$ cat config.mk
export PLATFORM = sky130hd
export DESIGN_NAME = pll_supervisor
export DESIGN_NICKNAME = d
export VERILOG_FILES = /design/src/rtl/pll_supervisor.sv
export SDC_FILE = /design/constraint.sdc
export NUM_CORES = 1
export LEC_CHECK = 0
export CAP_MARGIN = 30
export CORE_MARGIN = 4
export CORE_UTILIZATION = 30
export DETAILED_ROUTE_END_ITERATION = 10
export GPL_ROUTABILITY_DRIVEN = 0
export GPL_TIMING_DRIVEN = 0
export HOLD_SLACK_MARGIN = 0.12
export PLACE_DENSITY_LB_ADDON = 0.05
export SKIP_LAST_GASP = 1
export SYNTH_ARGS = -nofsm -noshare
export SYNTH_HDL_FRONTEND = slang
export SYNTH_SLANG_ARGS = --single-unit
$ cat constraint.sdc
create_clock -name clk -period 3.15 [get_ports clk]
set_clock_uncertainty 0.1 [all_clocks]
set_input_delay 0.315 -clock clk [delete_from_list [all_inputs] [get_ports clk]]
set_output_delay 0.315 -clock clk [all_outputs]
set_load 0.05 [all_outputs]
$ cat src/rtl/pll_supervisor.sv
// pll_supervisor: sequences a PLL through reset, lock acquisition and lock
// stabilisation, then releases downstream reset. A lock timeout causes a
// retry, and too many retries park the block in FAIL. A lock loss in RUN
// restarts the sequence and is counted.
//
// Ports:
//   clk            single clock for all logic
//   rst            asynchronous active-high reset
//   pll_lock       PLL LOCK, asynchronous to clk (synchronised internally)
//   req_restart    single-cycle request to restart the sequence
//   pll_reset_n    PLL RESETB, active-low
//   rst_out        downstream reset, active-high (low only in RUN)
//   ready          high only in RUN
//   fail           high only in FAIL
//   state          0=RESET_PLL 1=WAIT_LOCK 2=STABILIZE 3=RUN 4=FAIL
//   retry_cnt      lock timeouts since the last restart
//   lock_loss_cnt  lock losses seen in RUN, saturating at 255
module pll_supervisor #(
    parameter int unsigned PLL_RST_CYCLES = 16,
    parameter int unsigned LOCK_TIMEOUT   = 4096,
    parameter int unsigned STABLE_CYCLES  = 256,
    parameter int unsigned RETRY_MAX      = 7
) (
    input  logic       clk,
    input  logic       rst,
    input  logic       pll_lock,
    input  logic       req_restart,
    output logic       pll_reset_n,
    output logic       rst_out,
    output logic       ready,
    output logic       fail,
    output logic [2:0] state,
    output logic [2:0] retry_cnt,
    output logic [7:0] lock_loss_cnt
);

    localparam int unsigned TIMER_W = 16;

    typedef enum logic [2:0] {
        ST_RESET_PLL = 3'd0,
        ST_WAIT_LOCK = 3'd1,
        ST_STABILIZE = 3'd2,
        ST_RUN       = 3'd3,
        ST_FAIL      = 3'd4
    } state_t;

    state_t               state_q;
    state_t               state_d;
    logic [TIMER_W-1:0]   timer_q;
    logic [TIMER_W-1:0]   timer_d;
    logic [2:0]           retry_d;
    logic [2:0]           retry_inc;
    logic [7:0]           loss_d;
    logic                 lock_m;
    logic                 lock_s;

    // Two-flop synchroniser for the asynchronous PLL lock
    always_ff @(posedge clk or posedge rst) begin
        if (rst) begin
            lock_m <= 1'b0;
            lock_s <= 1'b0;
        end else begin
            lock_m <= pll_lock;
            lock_s <= lock_m;
        end
    end

    // Next-state, timer and counter logic
    always_comb begin
        state_d   = state_q;
        timer_d   = timer_q;
        retry_d   = retry_cnt;
        loss_d    = lock_loss_cnt;
        retry_inc = retry_cnt + 3'd1;

        if (req_restart) begin
            // Restart wins over any lock event seen in the same cycle
            state_d = ST_RESET_PLL;
            retry_d = 3'd0;
        end else begin
            case (state_q)
                ST_RESET_PLL: begin
                    if (timer_q == TIMER_W'(PLL_RST_CYCLES - 1))
                        state_d = ST_WAIT_LOCK;
                    else
                        timer_d = timer_q + 16'd1;
                end
                ST_WAIT_LOCK: begin
                    if (lock_s) begin
                        state_d = ST_STABILIZE;
                    end else if (timer_q == TIMER_W'(LOCK_TIMEOUT - 1)) begin
                        retry_d = retry_inc;
                        state_d = (retry_inc == 3'(RETRY_MAX)) ? ST_FAIL : ST_RESET_PLL;
                    end else begin
                        timer_d = timer_q + 16'd1;
                    end
                end
                ST_STABILIZE: begin
                    // A lock drop takes priority over completing the count
                    if (!lock_s)
                        state_d = ST_WAIT_LOCK;
                    else if (timer_q == TIMER_W'(STABLE_CYCLES - 1))
                        state_d = ST_RUN;
                    else
                        timer_d = timer_q + 16'd1;
                end
                ST_RUN: begin
                    if (!lock_s) begin
                        if (lock_loss_cnt != 8'hFF)
                            loss_d = lock_loss_cnt + 8'd1;
                        retry_d = 3'd0;
                        state_d = ST_RESET_PLL;
                    end
                end
                ST_FAIL: begin
                    state_d = ST_FAIL;
                end
                default: begin
                    state_d = ST_RESET_PLL;
                end
            endcase
        end

        // Every state entry (including a restart into RESET_PLL) starts a fresh timer
        if (req_restart || (state_d != state_q))
            timer_d = '0;
    end

    // State, counters and outputs all update on the same edge
    always_ff @(posedge clk or posedge rst) begin
        if (rst) begin
            state_q       <= ST_RESET_PLL;
            timer_q       <= '0;
            retry_cnt     <= 3'd0;
            lock_loss_cnt <= 8'd0;
            pll_reset_n   <= 1'b0;
            rst_out       <= 1'b1;
            ready         <= 1'b0;
            fail          <= 1'b0;
        end else begin
            state_q       <= state_d;
            timer_q       <= timer_d;
            retry_cnt     <= retry_d;
            lock_loss_cnt <= loss_d;
            pll_reset_n   <= (state_d == ST_WAIT_LOCK) || (state_d == ST_STABILIZE) ||
                             (state_d == ST_RUN);
            rst_out       <= (state_d != ST_RUN);
            ready         <= (state_d == ST_RUN);
            fail          <= (state_d == ST_FAIL);
        end
    end

    assign state = state_q;

endmodule

==> impl_metrics.py, run 1 <==
metrics = {
    "outcome": {
        "status": "finished, final reports clean",
    },
    "yosys": {
        "yosys.cell_types.count": 43,
        "synth_edf_count": 0,
        "synth-seq-area-share_pct": 49.45,
        "ys_async_sr_fraction_pct": 100.0,
        "avgSynthCellArea_um2": 10.25,
        "synth_top_flop_cell": "dfrtp_1",
        "netlist_area_mm2": 0.001824,
        "synth_nets": 186,
        "syn_inst": 178,
        "ys_warn_count": 0,
        "ys_seq_elements": 36,
    },
    "route": {
        "postRouteAntennaNets": 0,
        "drt_iter0_drc": 59,
        "wl_per_cell_um": 14.39,
        "route.detailed.drc": 0,
        "vias": 1402,
        "via_per_inst": 4.972,
        "drt_wl_total_um": 4058,
        "first_pass_iters": 4,
    },
    "timing": {
        "rsz0062_at_grt": "false",
        "final-setup-viol-count": 0,
        "relSlewSlack_pct": 36.23,
        "hold_violations": 0,
        "fin_tns_setup_ns": 0,
        "worst_slew_pin_slew_ns": 0.9566,
        "hold_ws_ns": 0.2579,
        "timing.final.crit_period_ns": 2.685,
        "finalCritPeriodShare_pct": 85.24,
        "finalWorstSetupSlack_ns": 0.4649,
        "fmax_mhz": 372.4,
        "finalMaxSlewViolations": 0,
    },
    "worst_setup_path": {
        "cpLargestDelayFamily": "compound AO/OA/AOI/OAI gates",
        "worstSetupStartpointType": "flip-flop",
        "worstPathMaxFanout": 10,
        "max_stage_delay_ns": 0.81,
        "critical_path_required_ns": 3.23,
        "crit_buf_inv": 1,
        "cp.arrival_ns": 2.76,
        "path_cells": "ha_1 > nand3_1 > o41ai_1 > a221oi_1 > buf_4 > nand4_1 > xor2_1 > nor2_1",
        "cp-end-kind": "flip-flop",
        "worst-setup-path-type": "flip-flop to flip-flop",
        "slowest_stage": "a221oi_1",
    },
    "clock_network": {
        "cts_tree": "built",
        "cts.sinks": 36,
        "insertion_delay_ns": 0.29,
        "cts.clk_slew.worst_paths_ns": 0.08,
        "post_cts_buffers": 0,
        "cts_buffers": 5,
        "cts_htree_levels": 2,
        "clockBufferDepth": 2,
        "ctsHoldBuffers": 0,
        "cts.root.buffer_cell": "clkbuf_8",
        "cts.repair.resized": 0,
    },
    "global_route": {
        "grt_pass1_vias": 1403,
        "antenna_found_initial": 0,
        "grt_usage_pct": 12.14,
        "grt_max_degree": 37,
        "overflow": 0,
        "grt_pass1_wl_um": 6934,
    },
    "die": {
        "rows": 28,
        "ios": 22,
        "die_h_um": 85.98,
        "die_area_mm2": 0.007393,
        "coreArea_mm2": 0.005921,
        "initial_core_util_pct": 30.81,
        "die_w_um": 85.98,
    },
    "power_and_ir_drop": {
        "peakVddDrop_uv": 151.2,
        "power.density_mw_per_mm2": 401.7,
        "p_total_mw": 0.8926,
        "leakagePower_nw": 1.003,
    },
    "placed_design": {
        "pre_cts_ws_ns": 0.4905,
        "dp_cells": 274,
        "placed_area_mm2": 0.002128,
        "io_buffers": 21,
        "dpl.hpwl_um": 2898,
    },
    "flow_run": {
        "maxCapViolations": 0,
    },
    "finish": {
        "finalInstanceArea_mm2": 0.002222,
        "utilization_pct": 37.53,
        "num_antenna_cells": 0,
        "stdcell_count": 282,
        "area_growth_pct": 21.81,
        "drive_gt1_share_pct": 9.662,
        "nNetsFinal": 214,
    },
    "hold_path": {
        "hp-class": "flip-flop to flip-flop",
    },
}
==> metal layers <==
metal  track usage, %  routed length [um]
met5                0                   0
met4            4.460                  50
met3            4.323                 185
met2            18.22                1870
met1            16.02                1952
==> registers in the layout, indices dropped and copies added, names as in the netlist <==
register and count:
lock_m 1, retry_cnt 3, lock_loss_cnt 8, pll_reset_n 1, fail 1, lock_s 1
ready 1, state 3, timer_q 16, rst_out 1
==> final timing paths <==
| check | start | to | slack [ns] | cells after the start |
|---|---|---|---|---|
| worst max-delay path | timer_q[0]$_DFFE_PP0P_ | timer_q[10]$_DFFE_PP0P_ | 0.46 | 8 |
| worst min-delay path | lock_m$_DFF_PP0_ | lock_s$_DFF_PP0_ | 0.26 | 0 |
| worst max register to register | timer_q[0]$_DFFE_PP0P_ | timer_q[10]$_DFFE_PP0P_ | 0.46 | 8 |
| worst min register to register | lock_m$_DFF_PP0_ | lock_s$_DFF_PP0_ | 0.26 | 0 |
| max in group asynchronous | rst | timer_q[10]$_DFFE_PP0P_ | 2.09 | 2 |
| min in group asynchronous | rst | timer_q[5]$_DFFE_PP0P_ | 0.37 | 2 |
==> logic make-up (layout without fill, tap and decap cells) <==
group | Yosys count | after routing | synth area share, %
flops | 36 | 36 | 49.45
mux | 3 | 3 | 1.783
compound gates | 25 | 25 | 10.70
simple gates | 72 | 72 | 20.23
buf+inv | 14 | 43 | 3.566
xor+xnor | 24 | 24 | 11.52
fa+ha+maj | 4 | 4 | 2.744
==> worst register-to-register path, delay by kind of cell (launching register included) <==
kind / cells / cell delay [ns]
adder cells (fa/ha/maj): 1 / 0.24
AND/OR/NAND/NOR: 3 / 0.40
buffers and inverters: 1 / 0.32
flip-flops: 1 / 0.42
XOR/XNOR: 1 / 0.16
AO/OA/AOI/OAI: 2 / 0.94
==> cells in the mapped netlist (2+ instances only) <==
cell	n	area share, %
dfrtp_1	35	48
nor2_1	25	5.1
xor2_1	17	8.2
nand2_1	10	2.1
inv_1	9	1.9
nand4_1	8	2.7
nand3_1	7	1.9
o21ai_0	7	1.9
xnor2_1	7	3.4
and3_1	4	1.4
ha_1	4	2.7
nor3_1	4	1.1
o41ai_1	4	1.9
a31oi_1	2	0.69
and4_1	2	0.96
clkbuf_1	2	0.41
mux2_2	2	1.2
nand2b_1	2	0.69
nor3b_1	2	0.82
or4_1	2	0.82
==> area by class of cell <==
class / count / area [um2]
fillers: 597 / 3699
inverters: 9 / 33.78
multi-input cells: 128 / 857.1
plain buffers: 5 / 31.28
repair buffers: 21 / 210.2
clock buffers: 7 / 86.33
clock inverters: 1 / 7.507
well taps: 75 / 93.84
flip-flops and latches: 36 / 902.1
==> placed cells by master (no fill, tap or decap), drive strengths merged, types with 2 or more instances in the layout <==
cell	count
nand2	10
nand3	7
a31oi	3
o21ai	7
or4	2
clkdlybuf4s50	21
nand2b	2
buf	3
mux2	2
ha	4
and4	2
inv	9
xor2	17
dfrtp	35
clkbuf	9
nor3b	2
and3	4
nand4	8
o41ai	4
xnor2	7
nor3	4
nor2	25
==> power breakdown <==
group | total, mW | switching (mW) | internal, mW
clock | 0.342 | 0.164 | 0.178
combinational | 0.0698 | 0.0448 | 0.0251
sequential | 0.481 | 0.00969 | 0.471
total | 0.893 | 0.219 | 0.674
Power figures use the tool's default switching activity.
==> run 2, diff against run 1 <==
Settings changed: CORE_ASPECT_RATIO from default to 0.7.
==> impl_metrics.py, run 2 (same netlist as run 1, synthesis figures left out) <==
metrics = {
    "outcome": {
        "status": "finished, final reports clean",
    },
    "global_route": {
        "grt_max_degree": 37,
        "grt_pass1_vias": 1365,
        "antenna_found_initial": 0,
        "grt_usage_pct": 11.83,
        "grt_pass1_wl_um": 6803,
        "overflow": 0,
    },
    "die": {
        "die_w_um": 101.2,
        "die_h_um": 73.24,
        "rows": 23,
        "ios": 22,
        "initial_core_util_pct": 31.38,
        "coreArea_mm2": 0.005813,
        "die_area_mm2": 0.007412,
    },
    "route": {
        "wl_per_cell_um": 14.21,
        "first_pass_iters": 4,
        "via_per_inst": 4.887,
        "route.detailed.drc": 0,
        "postRouteAntennaNets": 0,
        "drt_wl_total_um": 4008,
        "drt_iter0_drc": 76,
        "vias": 1378,
    },
    "finish": {
        "largest_reg_flops": 16,
        "stdcell_count": 282,
        "mostFrequentLayoutCells": "35 x dfrtp_1, 25 x nor2_1, 21 x clkdlybuf4s50_1, 17 x xor2_1, 10 x nand2_1",
        "reg.largest.list": "timer_q x16, lock_loss_cnt x8",
        "layout_commonest_cell": "dfrtp_1",
        "drive_gt1_share_pct": 9.179,
        "nNetsFinal": 214,
        "top_register": "timer_q",
        "area_growth_pct": 21.61,
        "num_antenna_cells": 0,
    },
    "clock_network": {
        "cts_tree": "built",
        "insertion_delay_ns": 0.28,
        "cts.clk_slew.worst_paths_ns": 0.07,
        "cts.root.buffer_cell": "clkbuf_8",
        "clockBufferDepth": 2,
        "cts.sinks": 36,
        "ctsHoldBuffers": 0,
        "cts_buffers": 5,
        "cts_htree_levels": 2,
        "cts.repair.resized": 0,
        "post_cts_buffers": 0,
    },
    "timing": {
        "worst_slew_pin_slew_ns": 1.037,
        "rsz0062_at_grt": "false",
        "finalMaxSlewViolations": 0,
        "relSlewSlack_pct": 30.85,
        "fmax_mhz": 363.0,
        "fin_tns_setup_ns": 0,
        "final-setup-viol-count": 0,
        "timing.final.crit_period_ns": 2.755,
        "finalCritPeriodShare_pct": 87.45,
        "hold_violations": 0,
        "finalWorstSetupSlack_ns": 0.3953,
    },
    "flow_run": {
        "maxCapViolations": 0,
    },
    "power_and_ir_drop": {
        "p_int_mw": 0.6748,
        "comb_power_share_pct": 7.9,
        "clkPwrFrac_pct": 38.5,
        "seq_power_share_pct": 53.6,
        "peakVddDrop_uv": 140.0,
        "swShare_pct": 24.76,
        "power_switching_mw": 0.2220,
        "power.density_mw_per_mm2": 404.2,
        "leakagePower_nw": 1.004,
    },
    "worst_setup_path": {
        "worstSetupStartpointType": "flip-flop",
        "critical_path_required_ns": 3.23,
        "worst-setup-path-type": "flip-flop to flip-flop",
        "cp.arrival_ns": 2.83,
        "cp-end-kind": "flip-flop",
        "worstPathMaxFanout": 10,
    },
    "placed_design": {
        "dpl.hpwl_um": 2825,
        "io_buffers": 21,
        "dp_cells": 274,
        "pre_cts_ws_ns": 0.4449,
    },
    "hold_path": {
        "hp-class": "flip-flop to flip-flop",
    },
}
run 2: cell types whose count changed in the layout (fill, tap and decap cells not counted), sizes merged:
cell	before	now
clkinvlp	1	0
clkbuf	9	10
run 2: path summary, 6_finish.rpt:
path,slack (ns),start,to,cells past startpoint
hold reg to reg,0.25,lock_m$_DFF_PP0_,lock_s$_DFF_PP0_,0
setup / recovery,0.40,timer_q[0]$_DFFE_PP0P_,timer_q[10]$_DFFE_PP0P_,8
min in group asynchronous,0.38,rst,lock_loss_cnt[6]$_DFFE_PP0P_,2
hold / removal,0.25,lock_m$_DFF_PP0_,lock_s$_DFF_PP0_,0
max in group asynchronous,2.08,rst,fail$_DFF_PP0_,2
setup reg to reg,0.40,timer_q[0]$_DFFE_PP0P_,timer_q[10]$_DFFE_PP0P_,8
run 2: power groups by stage:
| stage | Clock [mW] | Combinational [mW] | Sequential, mW |
|---|---|---|---|
| 6_report | 0.345 | 0.0707 | 0.481 |
| 2_1_floorplan | 0 | 0.0338 | 0.502 |
| 4_1_cts | 0.356 | 0.0729 | 0.480 |
| 3_5_place_dp | 0 | 0.0724 | 0.489 |
| 3_3_place_gp | 0 | 0.0712 | 0.489 |
| 5_1_grt | 0.382 | 0.0803 | 0.482 |
run 2: worst max-delay path, stage by stage, from the launching register on:
cell      delay [ns]
dfrtp_1         0.43
ha_1            0.24
nand3_1         0.20
o41ai_1         0.12
a221oi_1        0.87
buf_4           0.33
nand4_1         0.13
xor2_1          0.16
nor2_1          0.06
run 2: per-layer routing:
metal	global-route usage [%]	up-vias	wire [um]
met3	3.247	4	202
met5	0	-	0
met1	17.36	662	2054
met4	3.097	0	36
li1	-	682	-
met2	17.10	30	1715
run 2: through the flow:
step | cell area [um2] | hold WS [ns] | util [%] | power, mW
3_5_place_dp | 2128 | 0.2347 | 36.61 | 0.5617
5_1_grt | 2218 | 0.2735 | 38.16 | 0.9441
6_report | 2218 | 0.2503 | 38.16 | 0.8968
3_3_place_gp | 2128 | 0.2387 | 36.61 | 0.5601
2_1_floorplan | 1824 | 0.2312 | - | 0.5363
4_1_cts | 2218 | 0.2517 | 38.16 | 0.9089
run 2: area by class of cell:
type | instances | area, um2
Multi-Input combinational cell | 128 | 857.1
Inverter | 9 | 33.78
Buffer | 5 | 31.28
Sequential cell | 36 | 902.1
Tap cell | 75 | 93.84
Fill cell | 581 | 3595
Timing Repair Buffer | 21 | 210.2
Clock buffer | 8 | 90.09
==> run 3, diff against run 2 <==
--- a/config.mk
+++ b/config.mk
@@ -12,2 +12,3 @@
 export DETAILED_ROUTE_END_ITERATION = 10
+export DONT_BUFFER_PORTS = 1
 export GPL_ROUTABILITY_DRIVEN = 0
==> constraint.sdc (replaced) <==
create_clock -name clk -period 3.15 [get_ports clk]
set_clock_uncertainty 0.1 [all_clocks]
set_input_delay 0.4725 -clock clk [delete_from_list [all_inputs] [get_ports clk]]
set_output_delay 0.4725 -clock clk [all_outputs]
set_load 0.05 [all_outputs]
==> impl_metrics.py, run 3 (same netlist as run 1, synthesis figures left out) <==
metrics = {
    "outcome": {
        "status": "finished, final reports clean",
    },
    "worst_setup_path": {
        "max_stage_delay_ns": 0.80,
        "cp-end-kind": "flip-flop",
        "slowest_stage": "a221oi_1",
        "worstSetupStartpointType": "flip-flop",
        "cpLargestDelayFamily": "compound AO/OA/AOI/OAI gates",
        "cp.arrival_ns": 2.90,
        "critical_path_required_ns": 3.23,
        "path_cells": "clkbuf_1 > inv_1 > o21ai_0 > a221oi_1 > buf_4 > nand4_1 > xor2_1 > nor2_1",
        "crit_buf_inv": 3,
        "worstPathMaxFanout": 10,
        "worst-setup-path-type": "flip-flop to flip-flop",
    },
    "finish": {
        "top_register": "timer_q",
        "area_growth_pct": 11.80,
        "mostFrequentLayoutCells": "35 x dfrtp_1, 25 x nor2_1, 17 x xor2_1, 10 x nand2_1",
        "drive_gt1_share_pct": 11.23,
        "fillerInstances": 596,
        "largest_reg_flops": 16,
        "reg.largest.list": "timer_q x16, lock_loss_cnt x8",
        "layout_commonest_cell": "dfrtp_1",
        "num_antenna_cells": 0,
        "nNetsFinal": 194,
    },
    "global_route": {
        "grt_usage_pct": 11.18,
        "grt_max_degree": 37,
        "grt_pass1_wl_um": 6320,
        "grt_pass1_vias": 1257,
        "antenna_found_initial": 0,
        "overflow": 0,
    },
    "die": {
        "die_area_mm2": 0.007412,
        "coreArea_mm2": 0.005813,
        "rows": 23,
        "die_h_um": 73.24,
        "die_w_um": 101.2,
        "initial_core_util_pct": 31.38,
        "ios": 22,
    },
    "route": {
        "vias": 1301,
        "drt_iter0_drc": 52,
        "first_pass_iters": 4,
        "via_per_inst": 4.966,
        "drt_wl_total_um": 3803,
        "wl_per_cell_um": 14.52,
        "route.detailed.drc": 0,
        "postRouteAntennaNets": 0,
    },
    "timing": {
        "finalCritPeriodShare_pct": 89.64,
        "fin_tns_setup_ns": 0,
        "worst_slew_pin_slew_ns": 1.004,
        "final-setup-viol-count": 0,
        "hold_ws_ns": 0.09574,
        "fmax_mhz": 354.2,
        "rsz0062_at_grt": "false",
        "relSlewSlack_pct": 33.04,
        "finalMaxSlewViolations": 0,
        "timing.final.crit_period_ns": 2.824,
        "hold_violations": 0,
    },
    "flow_run": {
        "maxCapViolations": 0,
    },
    "clock_network": {
        "clockBufferDepth": 2,
        "ctsHoldBuffers": 1,
        "cts.root.buffer_cell": "clkbuf_8",
        "cts.sinks": 36,
        "cts.clk_slew.worst_paths_ns": 0.08,
        "cts_tree": "built",
        "cts_htree_levels": 2,
        "post_cts_buffers": 0,
        "cts.repair.resized": 0,
        "insertion_delay_ns": 0.29,
        "cts_buffers": 5,
    },
    "power_and_ir_drop": {
        "peakVddDrop_uv": 175.5,
        "power.density_mw_per_mm2": 462.1,
        "p_total_mw": 0.9425,
        "leakagePower_nw": 0.9425,
    },
    "placed_design": {
        "dpl.hpwl_um": 2802,
        "io_buffers": 0,
    },
    "hold_path": {
        "hp-class": "input port to asynchronous set/reset pin",
    },
}
## run 3: through the flow
step / setup WS, ns / cells / utilization [%] / area [um2]
floorplan: 0.8229 / 178 / - / 1824
global placement: 0.3205 / 253 / 33.00 / 1918
detailed placement: 0.3072 / 253 / 33.00 / 1918
CTS: 0.2852 / 262 / 35.08 / 2039
global route: 0.09269 / 262 / 35.08 / 2039
finish: 0.3264 / 262 / 35.08 / 2039
## run 3: worst paths after layout
kind | startpoint | endpoint | slack (ns) | depth (start not counted)
max in group asynchronous | rst | fail$_DFF_PP0_ | 2.36 | 1
min in group clk | lock_m$_DFF_PP0_ | lock_s$_DFF_PP0_ | 0.27 | 0
worst max register to register | state[1]$_DFF_PP0_ | timer_q[3]$_DFFE_PP0P_ | 0.33 | 8
worst min register to register | lock_m$_DFF_PP0_ | lock_s$_DFF_PP0_ | 0.27 | 0
worst min-delay path | rst | timer_q[13]$_DFFE_PP0P_ | 0.1 | 1
worst max-delay path | state[1]$_DFF_PP0_ | timer_q[3]$_DFFE_PP0P_ | 0.33 | 8
## run 3: where the power goes
| group | internal, mW | switching, mW | leakage, nW | total [mW] |
|---|---|---|---|---|
| sequential | 0.471 | 0.0257 | 0.490 | 0.496 |
| clock | 0.234 | 0.168 | 0.0541 | 0.403 |
| combinational | 0.0159 | 0.0276 | 0.398 | 0.0435 |
## run 3: final cells by class
cell class | count | area (um2) | area share, %
Buffer | 5 | 31.28 | 1.534
Clock buffer | 5 | 68.82 | 3.374
Clock inverter | 3 | 42.54 | 2.086
Inverter | 9 | 33.78 | 1.656
Multi-Input combinational cell | 128 | 857.1 | 42.02
Sequential cell | 36 | 902.1 | 44.23
Tap cell | 75 | 93.84 | 4.601
Timing Repair Buffer | 1 | 10.01 | 0.4908
## run 3: routing by layer
metal / wire length, um / GRT usage (%) / share of wire, % / vias up
met2: 1538 / 14.28 / 40 / 28
li1: - / - / - / 647
met3: 204 / 4.011 / 5.4 / 4
met4: 34 / 3.982 / 0.89 / 0
met5: 0 / 0 / 0 / -
met1: 2026 / 16.93 / 53 / 622
## run 3: worst reg2reg max path, delay by kind of cell, from the launching register on
| family | cells | cell delay, ns |
|---|---|---|
| compound gates | 2 | 0.88 |
| xor+xnor | 1 | 0.16 |
| buf+inv | 3 | 0.80 |
| flops | 1 | 0.59 |
| simple gates | 2 | 0.18 |
